[src/rtl/wishbone_master_adapter.sv]
// Wishbone classic master for RV32I loads/stores.
// One outstanding access, registered outputs, abort on timeout.
module wishbone_master_adapter #(
  parameter int unsigned TIMEOUT = 256
) (
  input  logic        clk_i,
  input  logic        rst_i,
  input  logic        cpu_req_i,
  input  logic        cpu_we_i,
  input  logic [31:0] cpu_addr_i,
  input  logic [31:0] cpu_wdata_i,
  input  logic [1:0]  cpu_size_i,
  input  logic        cpu_unsigned_i,
  output logic [31:0] cpu_rdata_o,
  output logic        cpu_done_o,
  output logic        cpu_err_o,
  output logic        cpu_busy_o,
  output logic [31:0] wb_adr_o,
  output logic [31:0] wb_dat_o,
  output logic [3:0]  wb_sel_o,
  output logic        wb_we_o,
  output logic        wb_cyc_o,
  output logic        wb_stb_o,
  input  logic [31:0] wb_dat_i,
  input  logic        wb_ack_i
);

  localparam int CW = (TIMEOUT > 2) ? $clog2(TIMEOUT) : 1;
  localparam logic [CW-1:0] CNT_LAST = CW'(TIMEOUT - 1);

  typedef enum logic {
    IDLE,
    BUS
  } state_t;

  state_t state_q, state_d;

  logic [CW-1:0] cnt_q, cnt_d;
  logic [1:0]    off_q, off_d;
  logic [1:0]    size_q, size_d;
  logic          uns_q, uns_d;

  logic [31:0] rdata_d;
  logic        done_d;
  logic        err_d;
  logic        busy_d;
  logic [31:0] adr_d;
  logic [31:0] dat_d;
  logic [3:0]  sel_d;
  logic        we_d;
  logic        cyc_d;
  logic        stb_d;

  logic        bad;
  logic [3:0]  req_sel;
  logic [31:0] req_dat;
  logic [31:0] lane;
  logic [31:0] ld_val;

  // Alignment check plus byte-lane select / replicated store data.
  always_comb begin
    bad     = 1'b0;
    req_sel = 4'b0000;
    req_dat = 32'h0;
    case (cpu_size_i)
      2'b00: begin
        req_sel = 4'b0001 << cpu_addr_i[1:0];
        req_dat = {4{cpu_wdata_i[7:0]}};
      end
      2'b01: begin
        bad     = cpu_addr_i[0];
        req_sel = 4'b0011 << cpu_addr_i[1:0];
        req_dat = {2{cpu_wdata_i[15:0]}};
      end
      2'b10: begin
        bad     = |cpu_addr_i[1:0];
        req_sel = 4'b1111;
        req_dat = cpu_wdata_i;
      end
      default: bad = 1'b1;
    endcase
    if (!cpu_we_i) req_dat = 32'h0;
  end

  // Pick the addressed lane of read data and extend it.
  always_comb begin
    lane   = wb_dat_i >> {off_q, 3'b000};
    ld_val = lane;
    case (size_q)
      2'b00: ld_val = uns_q ? {24'h0, lane[7:0]}
                            : {{24{lane[7]}}, lane[7:0]};
      2'b01: ld_val = uns_q ? {16'h0, lane[15:0]}
                            : {{16{lane[15]}}, lane[15:0]};
      default: ld_val = lane;
    endcase
  end

  // Next-state and next-output logic for the IDLE/BUS machine.
  always_comb begin
    state_d = state_q;
    cnt_d   = cnt_q;
    off_d   = off_q;
    size_d  = size_q;
    uns_d   = uns_q;
    rdata_d = 32'h0;
    done_d  = 1'b0;
    err_d   = 1'b0;
    busy_d  = cpu_busy_o;
    adr_d   = wb_adr_o;
    dat_d   = wb_dat_o;
    sel_d   = wb_sel_o;
    we_d    = wb_we_o;
    cyc_d   = wb_cyc_o;
    stb_d   = wb_stb_o;
    case (state_q)
      IDLE: begin
        if (cpu_req_i) begin
          if (bad) begin
            done_d = 1'b1;
            err_d  = 1'b1;
          end else begin
            off_d   = cpu_addr_i[1:0];
            size_d  = cpu_size_i;
            uns_d   = cpu_unsigned_i;
            cnt_d   = '0;
            adr_d   = {cpu_addr_i[31:2], 2'b00};
            dat_d   = req_dat;
            sel_d   = req_sel;
            we_d    = cpu_we_i;
            cyc_d   = 1'b1;
            stb_d   = 1'b1;
            busy_d  = 1'b1;
            state_d = BUS;
          end
        end
      end
      BUS: begin
        if (wb_ack_i || cnt_q == CNT_LAST) begin
          done_d  = 1'b1;
          err_d   = !wb_ack_i;
          if (wb_ack_i && !wb_we_o) rdata_d = ld_val;
          cyc_d   = 1'b0;
          stb_d   = 1'b0;
          busy_d  = 1'b0;
          adr_d   = 32'h0;
          dat_d   = 32'h0;
          sel_d   = 4'b0000;
          we_d    = 1'b0;
          cnt_d   = '0;
          state_d = IDLE;
        end else begin
          cnt_d = cnt_q + CW'(1);
        end
      end
      default: state_d = IDLE;
    endcase
  end

  // State, latched request fields and registered outputs.
  always_ff @(posedge clk_i) begin
    if (rst_i) begin
      state_q     <= IDLE;
      cnt_q       <= '0;
      off_q       <= 2'b00;
      size_q      <= 2'b00;
      uns_q       <= 1'b0;
      cpu_rdata_o <= 32'h0;
      cpu_done_o  <= 1'b0;
      cpu_err_o   <= 1'b0;
      cpu_busy_o  <= 1'b0;
      wb_adr_o    <= 32'h0;
      wb_dat_o    <= 32'h0;
      wb_sel_o    <= 4'b0000;
      wb_we_o     <= 1'b0;
      wb_cyc_o    <= 1'b0;
      wb_stb_o    <= 1'b0;
    end else begin
      state_q     <= state_d;
      cnt_q       <= cnt_d;
      off_q       <= off_d;
      size_q      <= size_d;
      uns_q       <= uns_d;
      cpu_rdata_o <= rdata_d;
      cpu_done_o  <= done_d;
      cpu_err_o   <= err_d;
      cpu_busy_o  <= busy_d;
      wb_adr_o    <= adr_d;
      wb_dat_o    <= dat_d;
      wb_sel_o    <= sel_d;
      wb_we_o     <= we_d;
      wb_cyc_o    <= cyc_d;
      wb_stb_o    <= stb_d;
    end
  end

endmodule

[config.mk]
export PLATFORM = sky130hd
export DESIGN_NAME = wishbone_master_adapter
export DESIGN_NICKNAME = d
export VERILOG_FILES = /design/src/rtl/wishbone_master_adapter.sv
export SDC_FILE = /design/constraint.sdc
export NUM_CORES = 1
export LEC_CHECK = 0
export CAP_MARGIN = 0
export CORE_MARGIN = 5
export CORE_UTILIZATION = 39
export CTS_BUF_LIST = sky130_fd_sc_hd__clkbuf_16
export DETAILED_ROUTE_END_ITERATION = 12
export GPL_TIMING_DRIVEN = 0
export PLACE_DENSITY_LB_ADDON = 0.1
export SYNTH_ARGS = -nofsm -noshare
export SYNTH_HDL_FRONTEND = slang
export SYNTH_SLANG_ARGS = --single-unit
export TNS_END_PERCENT = 1
[constraint.sdc]
create_clock -name clk_i -period 1.9 [get_ports clk_i]
set_input_delay 0.57 -clock clk_i [delete_from_list [all_inputs] [get_ports clk_i]]
set_output_delay 0.57 -clock clk_i [all_outputs]
set_load 0.005 [all_outputs]
==> results of run 1 <==
-- through the flow --
stage / cell area [µm²] / utilization [%] / hold slack (ps)
2_1_floorplan: 5050 / - / 452
3_3_place_gp: 7320 / 57.8 / 455
3_5_place_dp: 7320 / 57.8 / 453
4_1_cts: 7940 / 62.7 / 472
5_1_grt: 8080 / 63.8 / 486
6_report: 8080 / 63.8 / 466
-- per-layer routing --
metal | vias to the layer above | part of all wire [%] | GRT usage (%)
met4 | 0 | 2.1 | 9.34
met1 | 2426 | 43 | 28.1
met3 | 29 | 9.0 | 6.27
li1 | 2410 | - | -
met5 | - | 0 | 0
met2 | 241 | 46 | 35.4
-- cells in the final DEF, fill, tap and decap left out, drive strengths merged, types with 16 or more instances in the layout --
cell / n
mux2i: 28
dfxtp: 116
nand4: 26
o21ai: 55
a21oi: 28
clkdlybuf4s50: 193
clkbuf: 33
a22o: 31
a211oi: 16
buf: 45
nand2b: 35
nor2: 25
nor2b: 18
-- worst max path at each step --
stage                                  start                          to  slack, ps  cells past startpoint
floorplan                      cpu_addr_i[1]   wb_dat_o[21]$_SDFFE_PP0P_          6                      6
global placement               cpu_size_i[1]   wb_dat_o[13]$_SDFFE_PP0P_       -800                      6
detailed placement             cpu_size_i[1]   wb_dat_o[11]$_SDFFE_PP0P_       -830                      6
CTS                                    rst_i  cpu_rdata_o[24]$_SDFF_PP0_         -1                      6
global route                    wb_dat_i[31]  cpu_rdata_o[14]$_SDFF_PP0_        -40                      6
finish              wb_dat_o[5]$_SDFFE_PP0P_                 wb_dat_o[5]         30                      1
-- cells in the mapped netlist, types with 4 or more instances --
cell type	n
sky130_fd_sc_hd__dfxtp_1	116
sky130_fd_sc_hd__o21ai_0	46
sky130_fd_sc_hd__nand2b_1	35
sky130_fd_sc_hd__a22o_1	31
sky130_fd_sc_hd__mux2i_1	28
sky130_fd_sc_hd__nand4_1	26
sky130_fd_sc_hd__a21oi_1	25
sky130_fd_sc_hd__nor2_1	23
sky130_fd_sc_hd__nor2b_1	18
sky130_fd_sc_hd__a211oi_1	15
sky130_fd_sc_hd__clkbuf_1	15
sky130_fd_sc_hd__buf_2	14
sky130_fd_sc_hd__nand2_1	14
sky130_fd_sc_hd__buf_1	10
sky130_fd_sc_hd__mux2_2	10
sky130_fd_sc_hd__a21o_1	9
sky130_fd_sc_hd__or4_1	9
sky130_fd_sc_hd__and2_1	8
sky130_fd_sc_hd__o2bb2ai_1	8
sky130_fd_sc_hd__nand3_1	7
sky130_fd_sc_hd__o21ai_1	7
sky130_fd_sc_hd__buf_4	6
sky130_fd_sc_hd__nor3_1	5
sky130_fd_sc_hd__buf_6	4
-- final cells by class --
| class | instances | area, µm² |
|---|---|---|
| repair buffers | 215 | 2130 |
| well taps | 172 | 215 |
| plain buffers | 48 | 295 |
| clock inverters | 12 | 128 |
| multi-input cells | 365 | 2560 |
| fillers | 1076 | 4590 |
| flip-flops and latches | 116 | 2330 |
| clock buffers | 17 | 425 |
-- power groups by stage --
stage                     combinational (mW)  clock [mW]  sequential [mW]
after floorplan                        0.391           0             2.62
after global placement                 0.899           0             2.61
after detailed placement               0.912           0             2.62
after CTS                              0.932        3.09             2.57
after global routing                    1.03        3.21             2.58
final                                  0.964        3.05             2.57
-- what timing repair did --
item,4_1_cts,5_1_grt
gates resized for setup,33,35
hold buffers,0,0
buffers inserted,2,5
gates cloned,0,4
setup endpoints to repair,96,84
pin swaps,1,4
-- cells by family after synthesis --
family | share of synthesized area [%]
mux | 7.78
compound gates | 21.7
fa+ha+maj | 0.248
flops | 46.0
simple gates | 19.1
other cells | 0.0743
buf+inv | 5.13
-- state kept, by name (all words and copies together) (netlist names) --
| register | count |
|---|---|
| cpu_rdata_o | 32 |
| state_q | 1 |
| wb_stb_o | 1 |
| size_q | 2 |
| wb_dat_o | 32 |
| cpu_err_o | 1 |
| wb_sel_o | 4 |
| cnt_q | 8 |
| wb_adr_o | 30 |
| wb_we_o | 1 |
| cpu_done_o | 1 |
| off_q | 2 |
| uns_q | 1 |
==> metrics.md, run 1 <==
| Metric | Value |
|---|---|
| Placer congestion estimate | `0.849` |
| Floorplan core area | `12,700 µm²` |
| Int Power | `5.05 mW` |
| Die Area | `15,300 µm²` |
| Number of enable-type register cells in the synthesized netlist | `0` |
| Final Hold Vio Count | `0` |
| Worst rel slew slack | `53.6%` |
| Synth-to-layout area growth | `60.1%` |
| Post-route total power | `6.58 mW` |
| Drt first-iter violations | `368` |
| Worst setup slack after layout | `30.6 ps` |
| Global-route wire length before repair | `26,400 µm` |
| Clock Pin Slew Worst Setup and Hold Paths | `50 ps` |
| Largest fanout on the critical path | `2` |
| Final period demand of the worst path | `1870 ps` |
| Routed WL per cell | `18.6 µm` |
| Number of instances in the synthesized netlist | `529` |
| Areal power density over the cells | `815 nW/µm²` |
| FFs w/ async S/R, synth | `0%` |
| Setup crit start kind | `flop` |
| Cell-by-cell trace of the critical path | `clkdlybuf4s50_1` |
| CP Class | `reg2out` |
| Fmax | `535 MHz` |
| Worst IR drop on VDD | `569 µV` |
| Number of setup violations in the final report | `0` |
| Share of the synthesized area in the top cell type | `46.0%` |
| Setup slack after placement | `-832 ps` |
| Result of the run | `complete, no violations` |
| Setup skew after layout | `8.19 ps` |
| Reg2reg start | `cnt_q[0]$_SDFFE_PP0P_` |
| Number of slew-limit violations in the final report | `0` |
| Worst-case register-to-register setup slack | `110 ps` |
| Clock Sink Count | `116` |
| Switching power share of the total | `23.2%` |
| Crit. End Element | `output pin` |
| Min-delay worst type | `reg2reg` |
| Vias per inst | `5.40` |
| Number of buffers inserted by port buffering | `205` |
| CP peak stage delay | `520 ps` |
| Num ports | `210` |
| Tcrit/Tclk final | `98.4%` |
| Die Wd | `124 µm` |
| Floorplan die height | `124 µm` |
| Count of cell types in the netlist | `52` |
| Antenna Cells | `0` |
| Vias | `5,106` |
| Later-pin clock latency in the skew report | `420 ps` |
| Num CTS Buffers | `17` |
| Clock power frac | `46.3%` |
| Data arrival at the endpoint of the critical path | `1300 ps` |
| Reg-to-Reg End | `wb_dat_o[22]$_SDFFE_PP0P_` |
| Post-DP HPWL | `13,000 µm` |
| Drc violations | `0` |
| Sequential share of the synthesized area | `46.0%` |
| Slew at the pin with the worst max-slew slack | `697 ps` |
| Combinational share of power | `14.6%` |
| Final Non-Filler Cells | `945` |
| Switching power | `1.53 mW` |
| Most frequently used flop master after synthesis | `sky130_fd_sc_hd__dfxtp_1` |
| Max-cap check violation count | `0` |
| Total number of nets in the final design | `868` |
| LEAKAGE | `3.11 nW` |
| Root buffer cell | `sky130_fd_sc_hd__clkbuf_16` |
| Mapped Avg Cell Area | `9.54 µm²` |
| Cells on worst reg2reg path | `6` |
| Top cells by area, synth | `sky130_fd_sc_hd__dfxtp_1 46%, sky130_fd_sc_hd__mux2i_1 5.6%, sky130_fd_sc_hd__a22o_1 5.4%` |
| CTS tree | `built` |
| Remaining global-route overflow | `0` |
| CP bufs+invs | `1` |
| Count of state elements after synthesis | `116` |
| Count of TritonRoute iterations in the first routing pass | `5` |
| Number of cells on the worst hold path | `2` |
| Initial core utilization | `39.8%` |
| Layout cells sized above 1 | `14.0%` |
| Synth area leader | `sky130_fd_sc_hd__dfxtp_1` |
| Share of power burned in registers | `39.0%` |
| Initial antenna violation count | `0` |
| Mapped cell area | `5050 µm²` |
| Crit-path leading delay family | `buffers and inverters` |
| Crit path required time | `1330 ps` |
| Number of placed cells counting well taps | `907` |
| Setup TNS | `0 ps` |
| Floorplan row count | `41` |
| H-tree depth | `4` |
| Largest net degree at the start of global routing | `17` |
| Overall fraction of global-route tracks in use | `22.2%` |
| Start point of the worst hold path | `wb_sel_o[3]$_SDFFE_PP0P_` |
| Clk buf depth | `2` |
| Post-route antenna net violation count | `0` |
| Via count of the first global-routing pass | `5,002` |
| Cell with the biggest individual delay on the critical path | `sky130_fd_sc_hd__clkdlybuf4s50_1` |
| Yosys warning total | `0` |
| Total length of routed wires | `17,600 µm` |
| Endpoint of the worst hold-timing path | `wb_sel_o[3]$_SDFFE_PP0P_` |
Power figures use the tool's default switching activity.
==> run 2, diff against run 1 <==
Settings changed: CTS_CLUSTER_SIZE set to 10, GPL_TIMING_DRIVEN 0 to unset.
==> run 2 against run 1 <==
  * Cell count down 0.53%
  * Global-route usage shrank 1.5 points
  * Clock power fell by 5%
  * Power decreased by 2.5%
  * Sequential cell count is the same
  * First-iteration DRC count fell by 5.7%
  * Clock skew decreased by 1.1 ps
  * Core utilization grew 0.11 points
  * Cell area up 0.17%
  * Critical path depth unchanged
==> metrics.md, run 2 (synthesized netlist as in run 1, its figures left out) <==
| Metric | Value |
|---|---|
| Result of the run | `complete, no violations` |
| Remaining global-route overflow | `0` |
| Min-delay worst type | `reg2reg` |
| Via count of the first global-routing pass | `4,845` |
| Number of setup violations in the final report | `0` |
| Die Area | `15,300 µm²` |
| Worst setup slack after layout | `46.2 ps` |
| Vias per inst | `5.17` |
| Num CTS Buffers | `17` |
| CP peak stage delay | `550 ps` |
| CTS tree | `built` |
| Tcrit/Tclk final | `97.6%` |
| Initial antenna violation count | `0` |
| Worst-case register-to-register setup slack | `140 ps` |
| Vias | `4,861` |
| Registers with the most flip-flops | `cpu_rdata_o: 32 flops, wb_dat_o: 32 flops, wb_adr_o: 30 flops` |
| Crit-path leading delay family | `buffers and inverters` |
| Layout cells sized above 1 | `12.8%` |
| Placer congestion estimate | `0.862` |
| Antenna Cells | `0` |
| Clk buf depth | `2` |
| Final Non-Filler Cells | `940` |
| Synth-to-layout area growth | `60.4%` |
| Floorplan core area | `12,700 µm²` |
| Multi-input gate area in the final layout | `2490 µm²` |
| Worst hold-check slack | `467 ps` |
| Cell-by-cell trace of the critical path | `clkdlybuf4s50_1` |
| Post-route cell area | `8090 µm²` |
| CP bufs+invs | `1` |
| Most common cell after layout, fill and taps aside | `sky130_fd_sc_hd__clkdlybuf4s50_1` |
| Setup skew after layout | `7.06 ps` |
| Post-DP HPWL | `12,100 µm` |
| Count of TritonRoute iterations in the first routing pass | `5` |
| Routed WL per cell | `17.4 µm` |
| Post-route antenna net violation count | `0` |
| Areal power density over the cells | `793 nW/µm²` |
| Fmax | `539 MHz` |
| CP Class | `reg2out` |
| Post-route total power | `6.42 mW` |
| Setup slack after placement | `-463 ps` |
| LEAKAGE | `3.12 nW` |
| Data arrival at the endpoint of the critical path | `1280 ps` |
| Number of buffers inserted by port buffering | `207` |
| Cell with the biggest individual delay on the critical path | `sky130_fd_sc_hd__clkdlybuf4s50_1` |
| Final Hold Vio Count | `0` |
| Number of placed cells counting well taps | `909` |
| Total number of nets in the final design | `861` |
| Max-cap check violation count | `0` |
| Initial core utilization | `39.8%` |
| Num ports | `210` |
| Largest fanout on the critical path | `2` |
| Top library cells by usage in the layout, fill and taps aside | `196 x sky130_fd_sc_hd__clkdlybuf4s50_1, 114 x sky130_fd_sc_hd__dfxtp_1, 46 x sky130_fd_sc_hd__o21ai_0, 43 x sky130_fd_sc_hd__buf_4, 35 x sky130_fd_sc_hd__nand2b_1` |
| Setup crit start kind | `flop` |
| Later-pin clock latency in the skew report | `410 ps` |
| Clock Sink Count | `116` |
| Post-layout util | `63.9%` |
| Largest net degree at the start of global routing | `45` |
| Drt first-iter violations | `347` |
| Post-CTS Hold Fix Bufs | `0` |
| Number of fill cells | `1,090` |
| Overall fraction of global-route tracks in use | `20.7%` |
| Worst IR drop on VDD | `641 µV` |
| Total length of routed wires | `16,400 µm` |
| Global-route wire length before repair | `24,800 µm` |
| Crit path required time | `1330 ps` |
| Floorplan die height | `124 µm` |
| H-tree depth | `4` |
| Root buffer cell | `sky130_fd_sc_hd__clkbuf_16` |
| Number of slew-limit violations in the final report | `0` |
| Clock Pin Slew Worst Setup and Hold Paths | `50 ps` |
| Drc violations | `0` |
| Die Wd | `124 µm` |
| Final period demand of the worst path | `1850 ps` |
| Footprint of the flip-flops and latches | `2320 µm²` |
| Crit. End Element | `output pin` |
| Floorplan row count | `41` |
| Total cell area at the placement stage | `7530 µm²` |
| Setup TNS | `0 ps` |
[run 2: area by class of cell]
class / count / share of cell area (%)
Timing Repair Buffer: 257 / 31.3
Multi-Input combinational cell: 364 / 30.8
Sequential cell: 116 / 28.7
Clock buffer: 17 / 5.26
Tap cell: 172 / 2.66
Clock inverter: 14 / 1.33
[run 2: final timing paths]
kind | start | endpoint | depth (start not counted)
hold / removal | wb_sel_o[3]$_SDFFE_PP0P_ | wb_sel_o[3]$_SDFFE_PP0P_ | 2
setup reg to reg | cnt_q[0]$_SDFFE_PP0P_ | wb_dat_o[20]$_SDFFE_PP0P_ | 5
hold reg to reg | wb_sel_o[3]$_SDFFE_PP0P_ | wb_sel_o[3]$_SDFFE_PP0P_ | 2
setup / recovery | wb_dat_o[16]$_SDFFE_PP0P_ | wb_dat_o[16] | 1
[run 2: timing repair]
action,CTS,global route
setup buffers,0,0
endpoints found under the hold margin,0,0
setup endpoints to repair,11,59
pin swaps,0,1
cloned,0,0
resized for setup,5,12
[run 2: routing by layer]
metal | vias to the layer above | wire (µm) | share of wire, % | GRT usage [%]
li1 | 2396 | - | - | -
met1 | 2254 | 7050 | 43 | 26.5
met2 | 186 | 7450 | 46 | 32.2
met3 | 25 | 1500 | 9.2 | 6.63
met4 | 0 | 359 | 2.2 | 8.72
met5 | - | 0 | 0 | 0
[run 2: power by group]
part	internal [mW]	switching [mW]	leakage (nW)
Combinational	0.560	0.404	1.90
Clock	1.86	1.03	0.284
Sequential	2.52	0.0462	0.942
Total	4.94	1.48	3.12
